--- src/rtl/aes192_dec_round_ctrl_if.sv ---
// Bundle of the sequencer's block handshakes, round-key select and round-logic hookup.
// Latency: none, wiring only.
// Backpressure: carries the s_valid/s_ready and m_valid/m_ready pairs unchanged.
interface aes192_dec_round_ctrl_if #(
    parameter int SEL_WIDTH  = 4,
    parameter int DATA_WIDTH = 128,
    parameter int CNT_WIDTH  = 16
);
    logic                  s_valid;
    logic                  s_ready;
    logic [DATA_WIDTH-1:0] s_data;
    logic [SEL_WIDTH-1:0]  key_sel;
    logic [DATA_WIDTH-1:0] rk;
    logic [DATA_WIDTH-1:0] rnd_state;
    logic                  rnd_last;
    logic [DATA_WIDTH-1:0] rnd_result;
    logic                  m_valid;
    logic                  m_ready;
    logic [DATA_WIDTH-1:0] m_data;
    logic                  busy;
    logic [CNT_WIDTH-1:0]  blk_count;

    // Sequencer side.
    modport master (
        input  s_valid, s_data, rk, rnd_result, m_ready,
        output s_ready, key_sel, rnd_state, rnd_last, m_valid, m_data, busy, blk_count
    );

    // Environment side: block source/sink, key mux and inverse-round logic.
    modport slave (
        output s_valid, s_data, rk, rnd_result, m_ready,
        input  s_ready, key_sel, rnd_state, rnd_last, m_valid, m_data, busy, blk_count
    );
endinterface

--- src/rtl/aes192_dec_round_ctrl.sv ---
// AES-192 decrypt round sequencer: holds the cipher state and walks round keys NUM_ROUNDS..0.
// Latency: m_valid in the 13th cycle after the accept cycle; one block per 13 cycles sustained.
// Backpressure: result held while m_ready is low; a new block is taken in the output cycle only on m_ready.
module aes192_dec_round_ctrl #(
    parameter int NUM_ROUNDS = 12,
    parameter int SEL_WIDTH  = 4,
    parameter int DATA_WIDTH = 128,
    parameter int CNT_WIDTH  = 16
) (
    input  logic                   ap_clk,
    input  logic                   ap_rst,
    aes192_dec_round_ctrl_if.master bus
);

    localparam logic [1:0] ST_IDLE  = 2'd0;
    localparam logic [1:0] ST_ROUND = 2'd1;
    localparam logic [1:0] ST_OUT   = 2'd2;

    // Key index used for the initial AddRoundKey, and the first inverse round's key.
    localparam logic [SEL_WIDTH-1:0] SEL_INIT  = SEL_WIDTH'(NUM_ROUNDS);
    localparam logic [SEL_WIDTH-1:0] SEL_FIRST = SEL_WIDTH'(NUM_ROUNDS - 1);

    logic [1:0]            fsm;
    logic [SEL_WIDTH-1:0]  rnd_cnt;
    logic [DATA_WIDTH-1:0] state_q;
    logic [CNT_WIDTH-1:0]  blk_cnt_q;

    logic in_idle;
    logic in_round;
    logic in_out;
    logic out_fire;
    logic take_ok;
    logic take_blk;
    logic last_rnd;

    // State decodes and handshake qualifiers; m_ready only reaches s_ready, never m_valid.
    always_comb begin
        in_idle  = (fsm == ST_IDLE);
        in_round = (fsm == ST_ROUND);
        in_out   = (fsm == ST_OUT);
        last_rnd = in_round && (rnd_cnt == '0);
        out_fire = in_out && bus.m_ready;
        take_ok  = !ap_rst && (in_idle || out_fire);
        take_blk = bus.s_valid && take_ok;
    end

    // Outputs decoded straight from registers (plus m_ready for s_ready).
    assign bus.s_ready   = take_ok;
    assign bus.key_sel   = in_round ? rnd_cnt : SEL_INIT;
    assign bus.rnd_last  = last_rnd;
    assign bus.rnd_state = state_q;
    assign bus.m_valid   = in_out;
    assign bus.m_data    = state_q;
    assign bus.busy      = in_round || in_out;
    assign bus.blk_count = blk_cnt_q;

    // Sequencing: accept -> NUM_ROUNDS round cycles counting down -> hold for output.
    always_ff @(posedge ap_clk) begin
        if (ap_rst) begin
            fsm     <= ST_IDLE;
            rnd_cnt <= '0;
        end else begin
            case (fsm)
                ST_IDLE: begin
                    if (take_blk) begin
                        fsm     <= ST_ROUND;
                        rnd_cnt <= SEL_FIRST;
                    end
                end
                ST_ROUND: begin
                    if (rnd_cnt == '0) begin
                        fsm <= ST_OUT;
                    end else begin
                        rnd_cnt <= rnd_cnt - SEL_WIDTH'(1);
                    end
                end
                ST_OUT: begin
                    // Back-to-back: the block leaving and the block arriving share this edge.
                    if (take_blk) begin
                        fsm     <= ST_ROUND;
                        rnd_cnt <= SEL_FIRST;
                    end else if (out_fire) begin
                        fsm <= ST_IDLE;
                    end
                end
                default: begin
                    fsm     <= ST_IDLE;
                    rnd_cnt <= '0;
                end
            endcase
        end
    end

    // Cipher state: whitening with the last round key on accept, then one inverse round per cycle.
    always_ff @(posedge ap_clk) begin
        if (ap_rst) begin
            state_q <= '0;
        end else if (take_blk) begin
            state_q <= bus.s_data ^ bus.rk;
        end else if (in_round) begin
            state_q <= bus.rnd_result;
        end
    end

    // Completed-block counter, free-running wrap.
    always_ff @(posedge ap_clk) begin
        if (ap_rst) begin
            blk_cnt_q <= '0;
        end else if (out_fire) begin
            blk_cnt_q <= blk_cnt_q + CNT_WIDTH'(1);
        end
    end

endmodule

--- src/flat_wrapper.sv ---
// flat-port wrapper written by rule: the top's interface ports become plain ports
module aes192_dec_round_ctrl_flat 
#(
    parameter int NUM_ROUNDS = 12,
    parameter int SEL_WIDTH  = 4,
    parameter int DATA_WIDTH = 128,
    parameter int CNT_WIDTH  = 16
)
  (ap_clk, ap_rst, bus_s_valid, bus_s_data, bus_rk, bus_rnd_result, bus_m_ready, bus_s_ready, bus_key_sel, bus_rnd_state, bus_rnd_last, bus_m_valid, bus_m_data, bus_busy, bus_blk_count);
  aes192_dec_round_ctrl_if #(.SEL_WIDTH(SEL_WIDTH), .DATA_WIDTH(DATA_WIDTH), .CNT_WIDTH(CNT_WIDTH)) bus_i ();
  input  logic ap_clk;
  input  logic ap_rst;
  input wire logic [$bits(bus_i.s_valid)-1:0] bus_s_valid;
  input wire logic [$bits(bus_i.s_data)-1:0] bus_s_data;
  input wire logic [$bits(bus_i.rk)-1:0] bus_rk;
  input wire logic [$bits(bus_i.rnd_result)-1:0] bus_rnd_result;
  input wire logic [$bits(bus_i.m_ready)-1:0] bus_m_ready;
  output wire logic [$bits(bus_i.s_ready)-1:0] bus_s_ready;
  output wire logic [$bits(bus_i.key_sel)-1:0] bus_key_sel;
  output wire logic [$bits(bus_i.rnd_state)-1:0] bus_rnd_state;
  output wire logic [$bits(bus_i.rnd_last)-1:0] bus_rnd_last;
  output wire logic [$bits(bus_i.m_valid)-1:0] bus_m_valid;
  output wire logic [$bits(bus_i.m_data)-1:0] bus_m_data;
  output wire logic [$bits(bus_i.busy)-1:0] bus_busy;
  output wire logic [$bits(bus_i.blk_count)-1:0] bus_blk_count;
  assign bus_i.s_valid = bus_s_valid;
  assign bus_i.s_data = bus_s_data;
  assign bus_i.rk = bus_rk;
  assign bus_i.rnd_result = bus_rnd_result;
  assign bus_i.m_ready = bus_m_ready;
  assign bus_s_ready = bus_i.s_ready;
  assign bus_key_sel = bus_i.key_sel;
  assign bus_rnd_state = bus_i.rnd_state;
  assign bus_rnd_last = bus_i.rnd_last;
  assign bus_m_valid = bus_i.m_valid;
  assign bus_m_data = bus_i.m_data;
  assign bus_busy = bus_i.busy;
  assign bus_blk_count = bus_i.blk_count;
  aes192_dec_round_ctrl #(.NUM_ROUNDS(NUM_ROUNDS), .SEL_WIDTH(SEL_WIDTH), .DATA_WIDTH(DATA_WIDTH), .CNT_WIDTH(CNT_WIDTH)) u_core (.ap_clk(ap_clk), .ap_rst(ap_rst), .bus(bus_i));
endmodule
--- config.mk ---
export PLATFORM = sky130hd
export DESIGN_NAME = aes192_dec_round_ctrl_flat
export DESIGN_NICKNAME = d
export VERILOG_FILES = /design/src/rtl/aes192_dec_round_ctrl_if.sv /design/src/rtl/aes192_dec_round_ctrl.sv /design/src/flat_wrapper.sv
export SDC_FILE = /design/constraint.sdc
export NUM_CORES = 1
export LEC_CHECK = 0
export BUFFER_PORTS_ARGS = -buffer_cell sky130_fd_sc_hd__clkbuf_2
export CORE_AREA = 2 2 258 260
export DETAILED_ROUTE_END_ITERATION = 8
export DIE_AREA = 0 0 260 262
export PLACE_DENSITY = 0.35
export SLEW_MARGIN = 20
export SYNTH_ARGS = -nofsm -noshare
export SYNTH_HDL_FRONTEND = slang
export SYNTH_SLANG_ARGS = --single-unit
--- constraint.sdc ---
create_clock -name ap_clk -period 2.65 [get_ports ap_clk]
set_clock_uncertainty 0.1 [all_clocks]
set_input_delay 0.3975 -clock ap_clk [delete_from_list [all_inputs] [get_ports ap_clk]]
set_output_delay 0.3975 -clock ap_clk [all_outputs]
set_load 0.05 [all_outputs]
* Yosys cells after proc, flatten, opt, wreduce, memory -nomap -nowiden
Cells that the tools add are included.
** Word-level totals
- Bits of input ports :: 388
- Memories :: 0
- Bits in read-only memories :: 0
- Word-level logic and storage cells :: 38
- Bits in latches :: 0
- RAM bits :: 0
- Register bits after elaboration :: 150
- Output and inout port bits :: 280
** Operators by class
- Multipliers :: 0
- Shift-type cells :: 0
- $lt $le $gt $ge :: 0
- Div/mod/pow operators :: 0
- Reductions and logical operators :: 13
- Add/subtract/negate cells :: 2
- Mux-type cells :: 11
- Bitwise operators :: 1
- Equality and inequality tests :: 7
** Operators by type and width (number)
- 2-to-1 mux 128 bit :: 2
- bitwise XOR 128 bit :: 1
- adder 16 x 1 -> 16 bit (second input constant) :: 1
- 2-to-1 mux 4 bit :: 3
- 2-to-1 mux 2 bit :: 4
- case mux 4 bit (2 select lines) :: 1
- inequality test 2 bit (second input constant) :: 3
- case mux 2 bit (3 select lines) :: 1
- logical AND 1 bit :: 4
- zero test 4 bit :: 1
- subtractor 4 x 1 -> 4 bit (second input constant) :: 1
- inequality test 3 bit (second input constant) :: 1
- AND reduction 3 bit :: 1
- == test 2 x 1 -> 1 bit (second input constant) :: 1
- == test 2 bit (second input constant) :: 1
- zero test 2 bit :: 1
- logical OR 1 bit :: 2
- inequality test 2 x 1 -> 1 bit (second input constant) :: 1
- AND reduction 2 bit :: 1
- nonzero test 2 bit :: 1
- OR reduction 2 bit :: 1
- zero test 1 bit :: 1

* Depth between registers and ports, before layout
- Word-level depth :: 7
- Mapped depth :: 9
- Depth with buffers taken out :: 6

* Worst setup path before layout
No wires, ideal clock.
- Kind :: flip-flop to output port
- From :: register u_core.fsm[0]
- To :: output port bus_s_ready
- Slack :: 201 ps
- Required time :: 2152 ps
- Arrival time :: 1952 ps
- Cell stages (with the launch flop) :: 5
- Path buffers :: 0
- Path through :: dfxtp_1 -> inv_1 -> ha_1 -> nand2_1 -> a21oi_1
** Between the ends
- Longest elaborated chain between the ends :: 4
- Elaborated cells on any way between the ends :: 5
- Classes of those cells :: eq/ne (1); reduce/logical (4)
** RTL lines
- start, declared :: RTL line aes192_dec_round_ctrl.sv:23 : logic [1:0] fsm;
- start signal, assigned :: RTL line aes192_dec_round_ctrl.sv:60 : fsm <= ST_IDLE;
- start signal, assigned :: RTL line aes192_dec_round_ctrl.sv:66 : fsm <= ST_ROUND;
- start signal, assigned :: RTL line aes192_dec_round_ctrl.sv:72 : fsm <= ST_OUT;
- == test 2 bit :: RTL line aes192_dec_round_ctrl.sv:40 : in_out = (fsm == ST_OUT);
- via bus_m_valid :: RTL line flat_wrapper.sv:22 : output wire logic [$bits(bus_i.m_valid)-1:0] bus_m_valid;
- logical AND 1 bit :: RTL line aes192_dec_round_ctrl.sv:42 : out_fire = in_out && bus.m_ready;
- logical OR 1 bit :: RTL line aes192_dec_round_ctrl.sv:43 : take_ok = !ap_rst && (in_idle || out_fire);
- logical AND 1 bit :: RTL line aes192_dec_round_ctrl.sv:43
- end, declared :: RTL line flat_wrapper.sv:18 : output wire logic [$bits(bus_i.s_ready)-1:0] bus_s_ready;
The timed path passes the listed nets, and every way through them passes these cells.

* Worst setup path after layout
- From :: register u_core.fsm[1]
- To :: output port bus_rnd_last
** Between the ends
- Longest elaborated chain between the ends :: 2
** RTL lines
- == test 2 x 1 -> 1 bit :: RTL line aes192_dec_round_ctrl.sv:39 : in_round = (fsm == ST_ROUND);
- logical AND 1 bit :: RTL line aes192_dec_round_ctrl.sv:41 : last_rnd = in_round && (rnd_cnt == '0);
- end, declared :: RTL line flat_wrapper.sv:21 : output wire logic [$bits(bus_i.rnd_last)-1:0] bus_rnd_last;
Every way passes these cells.

==> results.json <==
{
  "outcome": "finished clean",
  "ant_nets": 0,
  "endpoint_kind": "output pin",
  "clock.fmax_mhz": 405.4,
  "drtIter0Drc": 266,
  "max_slew_margin_pct": 59.47,
  "slowest_stage": "and4bb_1",
  "r2r_setup_slack_ps": 380,
  "yosysTopAreaCell": "dfxtp_1",
  "hp-start": "bus_s_data[103]",
  "place_ws_ps": 351.1,
  "syn_to_final_growth_pct": 44.52,
  "cts_tree": "done",
  "synthMostInstantiatedCell": "dfxtp_1",
  "grt_overflow": 0,
  "rr_worst_depth": 8,
  "dr.pass1.iters": 4,
  "syn-num-nets": 1368,
  "required_ps": 2150,
  "leakagePower_nw": 6.152,
  "synth.area.top_cells": "dfxtp_1 (33%), mux2i_1 (14%), xor2_1 (12%), buf_4 (11%), a211oi_2 (8.1%)",
  "cts_resized": 0,
  "synth_cell_type_count": 38,
  "drive_gt1_share_pct": 52.45,
  "cts_root_buf": "clkbuf_16",
  "clk_pin_slew_ps": 80,
  "synth_fa_ha_area_share_pct": 1.085,
  "vias": 8702,
  "synth_enable_flop_cells": 0,
  "seqCellArea_um2": 3003,
  "start_util_pct": 14.13,
  "num_rows": 94,
  "post-cts-setup-buffers": 0,
  "grt_pass1_vias": 8341,
  "die_area_um2": 68120,
  "hold_path_class": "input port to register",
  "crit_type": "register to output pin",
  "core_um2": 65280,
  "grt_max_degree": 83,
  "worstReg2RegEnd": "u_core.bus.m_data[39]",
  "ir_worst_vdd_uv": 513.8,
  "arrival_ps": 1970,
  "synth_compound_gate_area_share_pct": 15.19,
  "clk_latency_ps": 450,
  "hold_buffers": 0,
  "tightest_slew_ps": 608.0,
  "clkSinkCount": 150,
  "max_stage_delay_ps": 380,
  "r2r_start": "u_core.fsm[0]",
  "portBuffers": 667,
  "synth_xor_area_share_pct": 13.29,
  "place_inst": 2341,
  "cp_max_fo": 13,
  "hpwl_um": 31260,
  "synth-simple-area-share_pct": 9.156,
  "drc": 0,
  "min_period_over_period_pct": 93.08,
  "die_y_um": 262,
  "setup_viol": 0,
  "synth_warnings": 0,
  "grt_pass1_wl_um": 52380,
  "yosys-top-cells-count": "dfxtp_1 (150), nor2_1 (147), buf_4 (137), xor2_1 (131), mux2i_1 (129)",
  "die_w_um": 260,
  "synth_top_area_share_pct": 32.56,
  "slew_violations": 0,
  "viasPerCell": 3.666,
  "syn_inst": 972,
  "hold_viol": 0,
  "holdPathEnd": "u_core.bus.m_data[103]",
  "async_flop_share_pct": 0,
  "htree_levels": 4,
  "gp_congestion": 0.7721,
  "tns_ps": 0,
  "fillerInstances": 7364,
  "layoutNonFillerInstCount": 2374,
  "pin_count": 668,
  "wirelength_um": 38110,
  "clk_path_buf_depth": 2,
  "synth.area.mux_share_pct": 14.12,
  "syn_area_um2": 9224,
  "ys_seq_area_share_pct": 32.56,
  "cp_cell_sequence": "inv_1 > ha_4 > and4bb_1 > clkbuf_2",
  "numCtsBuffers": 17,
  "p_per_area_nw_per_um2": 1168,
  "hold_path_depth": 4,
  "synth_top_family_by_area": "compound AO/OA/AOI/OAI gates",
  "nets": 1892,
  "whs_ps": 144.6,
  "wire_per_inst_um": 16.05,
  "worst_setup_path_start_kind": "register",
  "synth_ff_type": "dfxtp_1",
  "synth-seq-cells": 150,
  "timing.final.ws_setup_ps": 183.3,
  "cap_violations": 0,
  "grt.total_usage_pct": 10.50,
  "synth_area_per_cell_um2": 9.490,
  "crit_start": "u_core.fsm[1]",
  "antenna_found_initial": 7,
  "rsz0062_at_grt": "false",
  "multiInputGateArea_um2": 4887,
  "fin_crit_ps": 2467
}
## metrics by stage
stage | power [mW] | cell area (um2) | util (%)
after floorplan | 11.34 | 9224 | -
after global placement | 13.01 | 12700 | 19.46
after detailed placement | 12.99 | 12700 | 19.46
after CTS | 15.83 | 13330 | 20.41
after global routing | 16.38 | 13330 | 20.42
final | 15.57 | 13330 | 20.42
## worst max-delay path: cells and delay by family (launching register included)
family,cells,cell delay (ps)
fa+ha+maj,1,320
buf+inv,2,460
flops,1,360
simple gates,1,380
## state kept, by name (all words and copies together), names as in the netlist
register,cells
u_core.fsm,2
u_core.rnd_cnt,4
u_core.bus.m_data,128
u_core.bus.blk_count,16
## final cells by class
| type | count | area share [%] |
|---|---|---|
| multi-input combinational | 623 | 36.66 |
| clock buffer | 18 | 3.219 |
| sequential | 150 | 22.53 |
| clock inverter | 13 | 1.464 |
| antenna | 2 | 0.03754 |
| inverter | 8 | 0.2253 |
| tap | 864 | 8.110 |
| timing repair buffer | 696 | 27.75 |
## placed cells by master, fill, tap and decap left out, types with 2 or more instances in the layout
cell type   count
dfxtp_1       150
clkbuf_16      17
nor3_1          4
mux2i_1       129
nand4_1         5
or4b_1          2
a211oi_1       69
nor2b_1         2
bufinv_16       4
nand2b_1        4
xor2_1        131
xnor2_1         9
o21ai_0         8
a31oi_1         2
ha_1            7
nand3_1         6
nand2_1         6
or3_1           4
nor2_1        147
buf_4          18
buf_12         11
diode_2         2
inv_1           8
a21oi_1        11
nor4_1          4
clkbuf_2      666
a211oi_2       60
clkinvlp_4      3
inv_6           5
## cells by family after synthesis
group / Yosys count
buf+inv: 199
simple gates: 193
mux: 130
fa+ha+maj: 8
flops: 150
xor+xnor: 140
compound gates: 152
## worst max-delay path by stage
| stage | to | slack (ps) | depth (start not counted) |
|---|---|---|---|
| 2_1_floorplan | bus_s_ready | 200 | 4 |
| 3_3_place_gp | u_core.bus.m_data[87] | 440 | 8 |
| 3_5_place_dp | u_core.bus.m_data[39] | 350 | 8 |
| 4_1_cts | bus_rnd_last | 100 | 4 |
| 5_1_grt | bus_rnd_last | 50 | 4 |
| 6_report | bus_rnd_last | 180 | 4 |
## where the power goes
group | switching [mW] | internal, mW | total [mW]
Clock | 1.14 | 1.59 | 2.72
Combinational | 6.74 | 2.49 | 9.23
Sequential | 0.697 | 2.92 | 3.62
Total | 8.57 | 7.00 | 15.6
## per-layer routing
layer	routed length, um	up-vias	GRT usage, %
li1	-	4275	-
met1	14860	3952	11.84
met2	19890	437	19.27
met3	2715	38	2.768
met4	641	0	3.081
met5	0	-	0
(Power assumes the default switching activity.)
